File: config.mk
export PLATFORM = sky130hd
export DESIGN_NAME = segasys1_wram_arb
export DESIGN_NICKNAME = d
export VERILOG_FILES = /design/src/rtl/segasys1_pkg.sv /design/src/rtl/segasys1_wram_arb.sv
export SDC_FILE = /design/constraint.sdc
export NUM_CORES = 1
export LEC_CHECK = 0
export ABC_AREA = 1
export CAP_MARGIN = 20
export CORE_ASPECT_RATIO = 0.75
export CORE_MARGIN = 4
export CORE_UTILIZATION = 39
export CTS_CLUSTER_DIAMETER = 120
export CTS_CLUSTER_SIZE = 14
export DETAILED_ROUTE_END_ITERATION = 12
export HOLD_SLACK_MARGIN = 0.1
export MAX_ROUTING_LAYER = met4
export PLACE_DENSITY = 0.85
export SYNTH_ARGS = -nofsm -noshare
export SYNTH_HDL_FRONTEND = slang
export SYNTH_SLANG_ARGS = --single-unit
File: constraint.sdc
create_clock -name clk48M -period 1.9 [get_ports clk48M]
set_clock_uncertainty 0.2 [all_clocks]
set_input_delay 0.38 -clock clk48M [delete_from_list [all_inputs] [get_ports clk48M]]
set_output_delay 0.38 -clock clk48M [all_outputs]
set_load 0.005 [all_outputs]
File: src/rtl/segasys1_pkg.sv
// Shared constants and types for the System 1 main-board work-RAM arbiter.
// Holds the arbiter state encoding and the default timing constants.
package segasys1_pkg;

    localparam int WRAM_AW          = 12;
    localparam int WAIT_MAX_DEF     = 64;
    localparam int PAUSE_SETTLE_DEF = 2;

    typedef enum logic [1:0] {
        IDLE    = 2'd0,
        HS_DATA = 2'd1,
        HS_ACK  = 2'd2
    } arb_state_t;

endpackage

File: src/rtl/segasys1_wram_arb.sv
// Work-RAM port arbiter: the Z80 always wins, hiscore traffic fills idle cycles,
// and a starved hiscore request freezes the CPU and then steals the port.
module segasys1_wram_arb
    import segasys1_pkg::*;
#(
    parameter int AW           = WRAM_AW,
    parameter int WAIT_MAX     = WAIT_MAX_DEF,
    parameter int PAUSE_SETTLE = PAUSE_SETTLE_DEF
) (
    input  logic          clk48M,
    input  logic          reset,
    input  logic [AW-1:0] cpu_ad,
    input  logic          cpu_cs,
    input  logic          cpu_wr,
    input  logic [7:0]    cpu_dw,
    output logic [7:0]    cpu_dr,
    input  logic          hs_req,
    input  logic          hs_we,
    input  logic [AW-1:0] hs_addr,
    input  logic [7:0]    hs_din,
    output logic [7:0]    hs_dout,
    output logic          hs_ack,
    output logic          cpu_pause,
    output logic [AW-1:0] ram_a,
    output logic          ram_we,
    output logic [7:0]    ram_d,
    input  logic [7:0]    ram_q
);

    localparam logic [7:0] C_WAIT_MAX  = 8'(WAIT_MAX);
    localparam logic [7:0] C_WAIT_LAST = 8'(WAIT_MAX - 1);
    localparam logic [3:0] C_SETTLE    = 4'(PAUSE_SETTLE);

    arb_state_t  r_state;
    logic [7:0]  r_cpu_dr;
    logic [7:0]  r_hs_dout;
    logic        r_cpu_pause;
    logic [7:0]  r_wait_cnt;
    logic [3:0]  r_settle_cnt;
    logic        r_cpu_owned_d;
    logic        r_hs_we;

    logic        w_steal;
    logic        w_issue;
    logic        w_starve;

    always_comb begin
        w_steal  = r_cpu_pause && (r_settle_cnt == C_SETTLE);
        w_issue  = (r_state == IDLE) && hs_req && (!cpu_cs || w_steal);
        // A starved cycle is one where the request waits only because the CPU holds the bus.
        w_starve = (r_state == IDLE) && hs_req && cpu_cs && !w_steal;
    end

    always_comb begin
        ram_a  = cpu_ad;
        ram_d  = cpu_dw;
        ram_we = cpu_cs && cpu_wr;
        if (w_issue) begin
            ram_a  = hs_addr;
            ram_d  = hs_din;
            ram_we = hs_we;
        end
    end

    always_ff @(posedge clk48M) begin
        if (reset) begin
            r_state       <= IDLE;
            r_cpu_dr      <= 8'h00;
            r_hs_dout     <= 8'h00;
            r_cpu_owned_d <= 1'b1;
            r_hs_we       <= 1'b0;
        end else begin
            // ram_q belongs to whoever drove ram_a on the previous cycle.
            r_cpu_owned_d <= !w_issue;
            if (r_cpu_owned_d) begin
                r_cpu_dr <= ram_q;
            end
            case (r_state)
                IDLE: begin
                    if (w_issue) begin
                        r_state <= HS_DATA;
                        r_hs_we <= hs_we;
                    end
                end
                HS_DATA: begin
                    if (!r_hs_we) begin
                        r_hs_dout <= ram_q;
                    end
                    r_state <= HS_ACK;
                end
                HS_ACK: begin
                    r_state <= IDLE;
                end
                default: begin
                    r_state <= IDLE;
                end
            endcase
        end
    end

    always_ff @(posedge clk48M) begin
        if (reset) begin
            r_cpu_pause  <= 1'b0;
            r_wait_cnt   <= 8'h00;
            r_settle_cnt <= 4'h0;
        end else if ((r_state == HS_ACK) || ((r_state == IDLE) && !hs_req)) begin
            r_cpu_pause  <= 1'b0;
            r_wait_cnt   <= 8'h00;
            r_settle_cnt <= 4'h0;
        end else begin
            if (w_issue) begin
                r_wait_cnt <= 8'h00;
            end else if (w_starve && (r_wait_cnt != C_WAIT_MAX)) begin
                r_wait_cnt <= r_wait_cnt + 8'h01;
            end
            if (w_starve && (r_wait_cnt >= C_WAIT_LAST)) begin
                r_cpu_pause <= 1'b1;
            end
            // The freeze needs time to reach the CPU before the port can be taken.
            if (r_cpu_pause && (r_settle_cnt != C_SETTLE)) begin
                r_settle_cnt <= r_settle_cnt + 4'h1;
            end
        end
    end

    assign cpu_dr    = r_cpu_dr;
    assign hs_dout   = r_hs_dout;
    assign hs_ack    = (r_state == HS_ACK);
    assign cpu_pause = r_cpu_pause;

endmodule

==> results of run 1 <==
metal layers:
layer	vias up	wire, µm
met2	82	2800
met3	9	421
met4	0	65
li1	1088	-
met1	953	2620
met5	-	0
registers in the layout (all words and copies together), names as in the netlist:
signal,cells
r_state,2
cpu_dr,8
r_wait_cnt,8
cpu_pause,1
r_cpu_owned_d,1
r_hs_we,1
hs_dout,8
r_settle_cnt,4
worst max path at each step:
| stage | from | to | slack [ns] | cells past startpoint |
|---|---|---|---|---|
| 3_5_place_dp | hs_req | ram_a[2] | -0.62 | 9 |
| 4_1_cts | r_settle_cnt[0] | ram_we | -0.30 | 9 |
| 2_1_floorplan | r_settle_cnt[0] | ram_a[0] | 0.09 | 8 |
| 6_report | cpu_cs | ram_a[5] | -0.23 | 8 |
| 5_1_grt | r_settle_cnt[0] | ram_a[5] | -0.30 | 10 |
| 3_3_place_gp | hs_req | ram_a[5] | -0.60 | 9 |
logic make-up (layout without fill, tap and decap cells):
group,after synthesis,in the layout
xor+xnor,3,3
flops,33,33
simple gates,147,147
fa+ha+maj,4,4
buf+inv,42,161
compound gates,38,38
power by group through the flow:
stage	combinational, µW	clock, µW	sequential [µW]
floorplan	127	0	747
global placement	398	0	746
detailed placement	405	0	746
CTS	383	591	731
global route	455	619	734
finish	418	579	731
area by class of cell:
class | count | area [µm²]
Sequential cell | 33 | 664
Clock inverter | 1 | 5.00
Tap cell | 55 | 68.8
Fill cell | 317 | 1130
Multi-Input combinational cell | 192 | 982
Inverter | 34 | 140
Timing Repair Buffer | 119 | 1120
Clock buffer | 7 | 96.3
timing repair:
item | 4_1_cts | 5_1_grt
pin swaps | 3 | 5
cloned | 1 | 2
hold buffers | 0 | 0
resized for setup | 97 | 26
setup endpoints to repair | 23 | 22
setup buffers | 2 | 2
critical path: stages:
cell and delay, ns:
clkdlybuf4s50_1 0.53, nand2_4 0.09, nand2_8 0.10, clkinv_8 0.07, clkbuf_16 0.16, nand2_2 0.05
nand2_1 0.05, buf_2 0.13
cell usage after synthesis, types with 4 or more instances:
cell | instances | area share
a21oi_1 | 19 | 0.054
buf_2 | 4 | 0.011
dfxtp_1 | 33 | 0.38
ha_1 | 4 | 0.029
inv_1 | 32 | 0.068
nand2_1 | 89 | 0.19
nand3_1 | 13 | 0.037
nand4_1 | 8 | 0.029
nor2_1 | 28 | 0.060
o21ai_0 | 18 | 0.051
stage by stage:
stage                     total power (µW)  cell area, µm²   util  hold WS [ns]  instances
final                                 1730            3080  0.732         0.247        441
after floorplan                        874            1750      -         0.221        267
after global placement                1140            2860  0.681         0.232        426
after detailed placement              1150            2860  0.681         0.240        426
after global routing                  1810            3080  0.732         0.275        441
after CTS                             1710            2940  0.698         0.250        437
==> out/qor.csv, run 1 <==
stage,metric,value,unit
cells_and_area,layout_common_cells,"nand2_1 (72), clkdlybuf4s50_1 (68), inv_1 (30), dfxtp_1 (30), nor2_1 (28)",
grt,antenna_found_initial,0,
yosys,yosysSeqAreaShare,0.377,
grt,grt_overflow,0,
yosys,syn_area,0.00175,mm²
run_status,status,"complete, but fails checks",
run_status,violations,negative setup slack,
worst_setup_path,r2r-end,r_wait_cnt[1],
yosys,synth_cell_types,21,
floorplanning,die_h,66.1,µm
yosys,syn_area_per_cell,6.57,µm²
worst_setup_path,cp.arrival,1.55,ns
pwr,clockPowerShare,0.335,
pwr,p_sw_frac,0.250,
grt,grt_use_met3,0.0473,
sta,finalCriticalPeriod,2.13,ns
pwr,p_int,1300,µW
cts,clock_path_buffers,2,
cells_and_area,drive_above_1_share,0.225,
cells_and_area,area_growth,75.5,%
sta,rsz0062_at_grt,yes,
yosys,synth_cells,267,
floorplanning,dieArea,0.00565,mm²
yosys,postSynth.asyncResetShare,0,
yosys,synthSimpleGateAreaFrac,0.364,
cts,numCtsBuffers,5,
place,dp_slack,-0.622,ns
worst_setup_path,cp_max_fo,5,
pwr,p_seq_frac,0.423,
grt,grt_pass1_wl,8920,µm
yosys,synth-seq-cells,33,
sta,tightest_slew,0.496,ns
yosys,syn_nets,325,
floorplanning,core_area,0.00420,mm²
job,drv_cap,0,
sta,finalHoldViolCount,0,
grt,busiest_layer,met2,
yosys,yosys_most_used_dff,dfxtp_1,
pwr,power_switching,432,µW
cells_and_area,nNetsFinal,443,
yosys,synth_compound_area_frac,0.111,
floorplanning,ios,93,
grt,met2_usage,0.340,
drt,vias_per_cell,4.83,
cts,clk_pin_slew,0.07,ns
drt,postRouteAntennaNets,0,
yosys,synth_edf_count,0,
sta,fin_crit_sh,1.12,
drt,vias,2132,
cts,cts-root-buf,clkbuf_8,
grt,grt.total_usage,0.205,
cells_and_area,layout_commonest_cell,nand2_1,
worst_setup_path,critPathKind,primary input to output pin,
worst_hold_path,whs_path_depth,2,
worst_setup_path,cp.required,1.32,ns
grt,grt_use_met1,0.249,
worst_hold_path,hp-class,flop to flop,
worst_hold_path,min_from,hs_dout[1],
drt,wl_per_cell,13.4,µm
yosys,synthAdderAreaFrac,0.0285,
drt,detail_route.wirelength,5910,µm
worst_setup_path,start_kind,primary input,
cts,clock_sinks,33,
place,gp_congestion,0.908,
pwr,leakagePower,0.00139,µW
place,portBuffers,92,
cts,clk_latency,0.29,ns
sta,clock.fmax,468,MHz
place,dp_hpwl,4380,µm
worst_hold_path,hold_end,hs_dout[1],
sta,slew_violations,0,
grt,grt_max_degree,21,
worst_setup_path,r2r_slack,0.17,ns
drt,dr.pass1.iters,4,
pwr,p_comb_frac,0.242,
worst_setup_path,worst-r2r-cell-count,10,
sta,setup_viol,21,
floorplanning,start_util,0.417,
grt,grt_pass1_vias,1943,
drt,drtIter0Drc,112,
yosys,synth_top_family_by_area,simple AND/OR/NAND/NOR gates,
sta,tns,-4.34,ns
pwr,cellPowerDensity,561,mW/mm²
worst_setup_path,worstReg2RegStart,r_settle_cnt[0],
cts,cts_tree,built,
worst_setup_path,endpoint_kind,output pin,
drt,route.detailed.drc,0,
floorplanning,fp.dieW,85.4,µm
sta,setup_ws,-0.235,ns
pwr,irDropWorstVdd,0.433,mV
yosys,synthXorXnorAreaFrac,0.0150,
sta,maxSlewHeadroom,0.668,
yosys,ys_warn_count,0,
yosys,synth.mux.area_fraction,0,
cts,cts.htree.levels,2,
floorplanning,core.rowCount,20,
cells_and_area,antenna_cells,0,
(Power assumes the default switching activity.)
==> run 2: changes to the inputs <==
--- a/config.mk
+++ b/config.mk
@@ -13,6 +13,7 @@
 export CTS_CLUSTER_DIAMETER = 120
 export CTS_CLUSTER_SIZE = 14
 export DETAILED_ROUTE_END_ITERATION = 12
+export GPL_ROUTABILITY_DRIVEN = 0
 export HOLD_SLACK_MARGIN = 0.1
 export MAX_ROUTING_LAYER = met4
 export PLACE_DENSITY = 0.85
==> constraint.sdc (replaced) <==
create_clock -name clk48M -period 2.4 [get_ports clk48M]
set_clock_uncertainty 0.2 [all_clocks]
set_input_delay 0.48 -clock clk48M [delete_from_list [all_inputs] [get_ports clk48M]]
set_output_delay 0.48 -clock clk48M [all_outputs]
set_load 0.005 [all_outputs]
==> out/qor.csv, run 2 (same netlist as run 1, synthesis figures left out) <==
stage,metric,value,unit,change
pwr,leakagePower,0.00134,µW,-3.6%
floorplanning,core.rowCount,20,,unchanged
sta,maxSlewHeadroom,0.653,,-0.0149
floorplanning,ios,93,,unchanged
run_status,status,"complete, no violations",,
drt,route.detailed.drc,0,,unchanged
cells_and_area,multi_input_area,926,µm²,-5.7%
sta,fin_hold_ws,0.220,ns,-0.0273 ns
pwr,irDropWorstVdd,0.356,mV,-18%
floorplanning,dieArea,0.00565,mm²,unchanged
drt,postRouteAntennaNets,0,,unchanged
pwr,clockPowerShare,0.317,,-0.018
grt,grt_pass1_vias,2032,,+4.6%
cells_and_area,fill_cells,304,,-4.1%
pwr,p_seq_frac,0.436,,+0.013
cts,cts_tree,built,,
cells_and_area,area_growth,73.3,%,
cts,cts-root-buf,clkbuf_8,,
floorplanning,die_h,66.1,µm,unchanged
floorplanning,start_util,0.417,,unchanged
sta,setup_viol,0,,-100%
cells_and_area,drive_above_1_share,0.135,,-0.0900
worst_setup_path,cp_max_fo,10,,+5
pwr,power,1330,µW,-23%
sta,finalHoldViolCount,0,,unchanged
cts,clock_path_buffers,2,,unchanged
floorplanning,fp.dieW,85.4,µm,unchanged
sta,finalCriticalPeriod,2.32,ns,
cells_and_area,antenna_cells,0,,unchanged
worst_setup_path,r2r_slack,0.12,ns,-0.05 ns
worst_hold_path,hp-class,flop to flop,,
sta,rsz0062_at_grt,yes,,
cells_and_area,stdcell_count,439,,-0.45%
drt,drtIter0Drc,213,,+90%
cts,cts-hold-fix-buffers,0,,unchanged
place,dp_hpwl,4410,µm,+0.72%
worst_setup_path,start_kind,flop,,
sta,fin_crit_sh,0.966,,
grt,grt_max_degree,21,,unchanged
place,portBuffers,92,,unchanged
place,place_inst,418,,-1.9%
floorplanning,core_area,0.00420,mm²,unchanged
sta,clock.fmax,431,MHz,
cells_and_area,nNetsFinal,442,,-0.23%
cts,clock_sinks,33,,unchanged
job,drv_cap,0,,unchanged
sta,setup_ws,0.0806,ns,+0.315 ns
pwr,p_int,999,µW,-23%
drt,vias_per_cell,4.86,,+0.55%
drt,vias,2134,,+0.094%
pwr,p_sw_frac,0.249,,-0.00135
pwr,cellPowerDensity,438,mW/mm²,-22%
cells_and_area,layout.area.seq,666,µm²,+0.19%
grt,grt.total_usage,0.218,,+0.0132
grt,antenna_found_initial,0,,unchanged
worst_setup_path,endpoint_kind,output pin,,
cells_and_area,layout_common_cells,"nand2_1 (89), clkdlybuf4s50_1 (69), inv_1 (30)",,
sta,tightest_slew,0.518,ns,+0.0222 ns
cts,numCtsBuffers,5,,unchanged
worst_setup_path,critPathKind,flop to output pin,,
grt,grt_pass1_wl,9380,µm,+5.2%
cells_and_area,layout_commonest_cell,nand2_1,,
drt,wl_per_cell,13.7,µm,+2.5%
cts,cts.htree.levels,2,,unchanged
drt,detail_route.wirelength,6030,µm,+2.0%
grt,grt_overflow,0,,unchanged
cts,clk_latency,0.29,ns,about the same
pwr,p_comb_frac,0.247,,+0.005
cts,clk_pin_slew,0.06,ns,about the same
worst_setup_path,cp.required,1.72,ns,+0.40 ns
pwr,power_switching,331,µW,-23%
drt,dr.pass1.iters,5,,+1
cells_and_area,post-route-util,0.723,,-0.00923
sta,slew_violations,0,,unchanged
worst_setup_path,cp.arrival,1.64,ns,+0.09 ns
place,dp_slack,-0.333,ns,+0.289 ns
run 2: cell types whose count changed in the layout (fill, tap and decap cells not counted), sizes merged:
| cell | delta |
|---|---|
| dlymetal6s2s | -1 |
| clkdlybuf4s15 | +13 |
| inv | +1 |
| buf | -17 |
| clkinv | -2 |
| clkdlybuf4s50 | +1 |
| dlygate4sd2 | +3 |
run 2: path summary, 6_finish.rpt:
check / from / end / cells after the start
worst max-delay path: r_settle_cnt[0] / ram_d[5] / 10
worst min-delay path: r_state[1] / r_state[1] / 1
worst max register to register: r_state[0] / r_wait_cnt[3] / 15
worst min register to register: r_state[1] / r_state[1] / 1
run 2: worst max-delay path: stages, from the launching register on:
cell and delay [ns]:
dfxtp_2 0.32, inv_2 0.07, ha_4 0.15, nand4_4 0.10, nand2_4 0.10, nand2_4 0.07
inv_6 0.08, buf_12 0.12, nand2_1 0.05, nand2_1 0.05, dlygate4sd2_1 0.23
run 2: power groups by stage:
stage	Sequential [µW]	Combinational [µW]	Clock (µW)
after floorplan	591	100	0
after global routing	582	361	457
after global placement	591	306	0
after detailed placement	592	311	0
after CTS	580	323	429
final	580	329	422
run 2: layout make-up:
cell class                      count  share of cell area
Sequential cell                    33               0.219
Tap cell                           55              0.0226
Clock buffer                        7              0.0284
Timing Repair Buffer              118               0.382
Multi-Input combinational cell    192               0.305
Inverter                           34              0.0436
run 2: metrics by stage:
| stage | setup TNS (ns) | cell area (µm²) |
|---|---|---|
| global route | -0.0345 | 3040 |
| floorplan | 0 | 1750 |
| detailed placement | -6.43 | 2790 |
| finish | 0 | 3040 |
| CTS | -0.0108 | 3010 |
| global placement | -5.87 | 2790 |
run 2: routing by layer:
metal,part of all wire,global-route usage
met1,0.43,0.253
met3,0.078,0.0585
met5,0,-
met4,0.010,0.0632
met2,0.48,0.373
run 2: repair_timing:
| action | CTS | global route |
|---|---|---|
| pin swaps | 4 | 7 |
| endpoints found under the setup margin | 21 | 17 |
| buffers inserted | 12 | 2 |
| gates resized for setup | 50 | 14 |
| cloned | 1 | 1 |
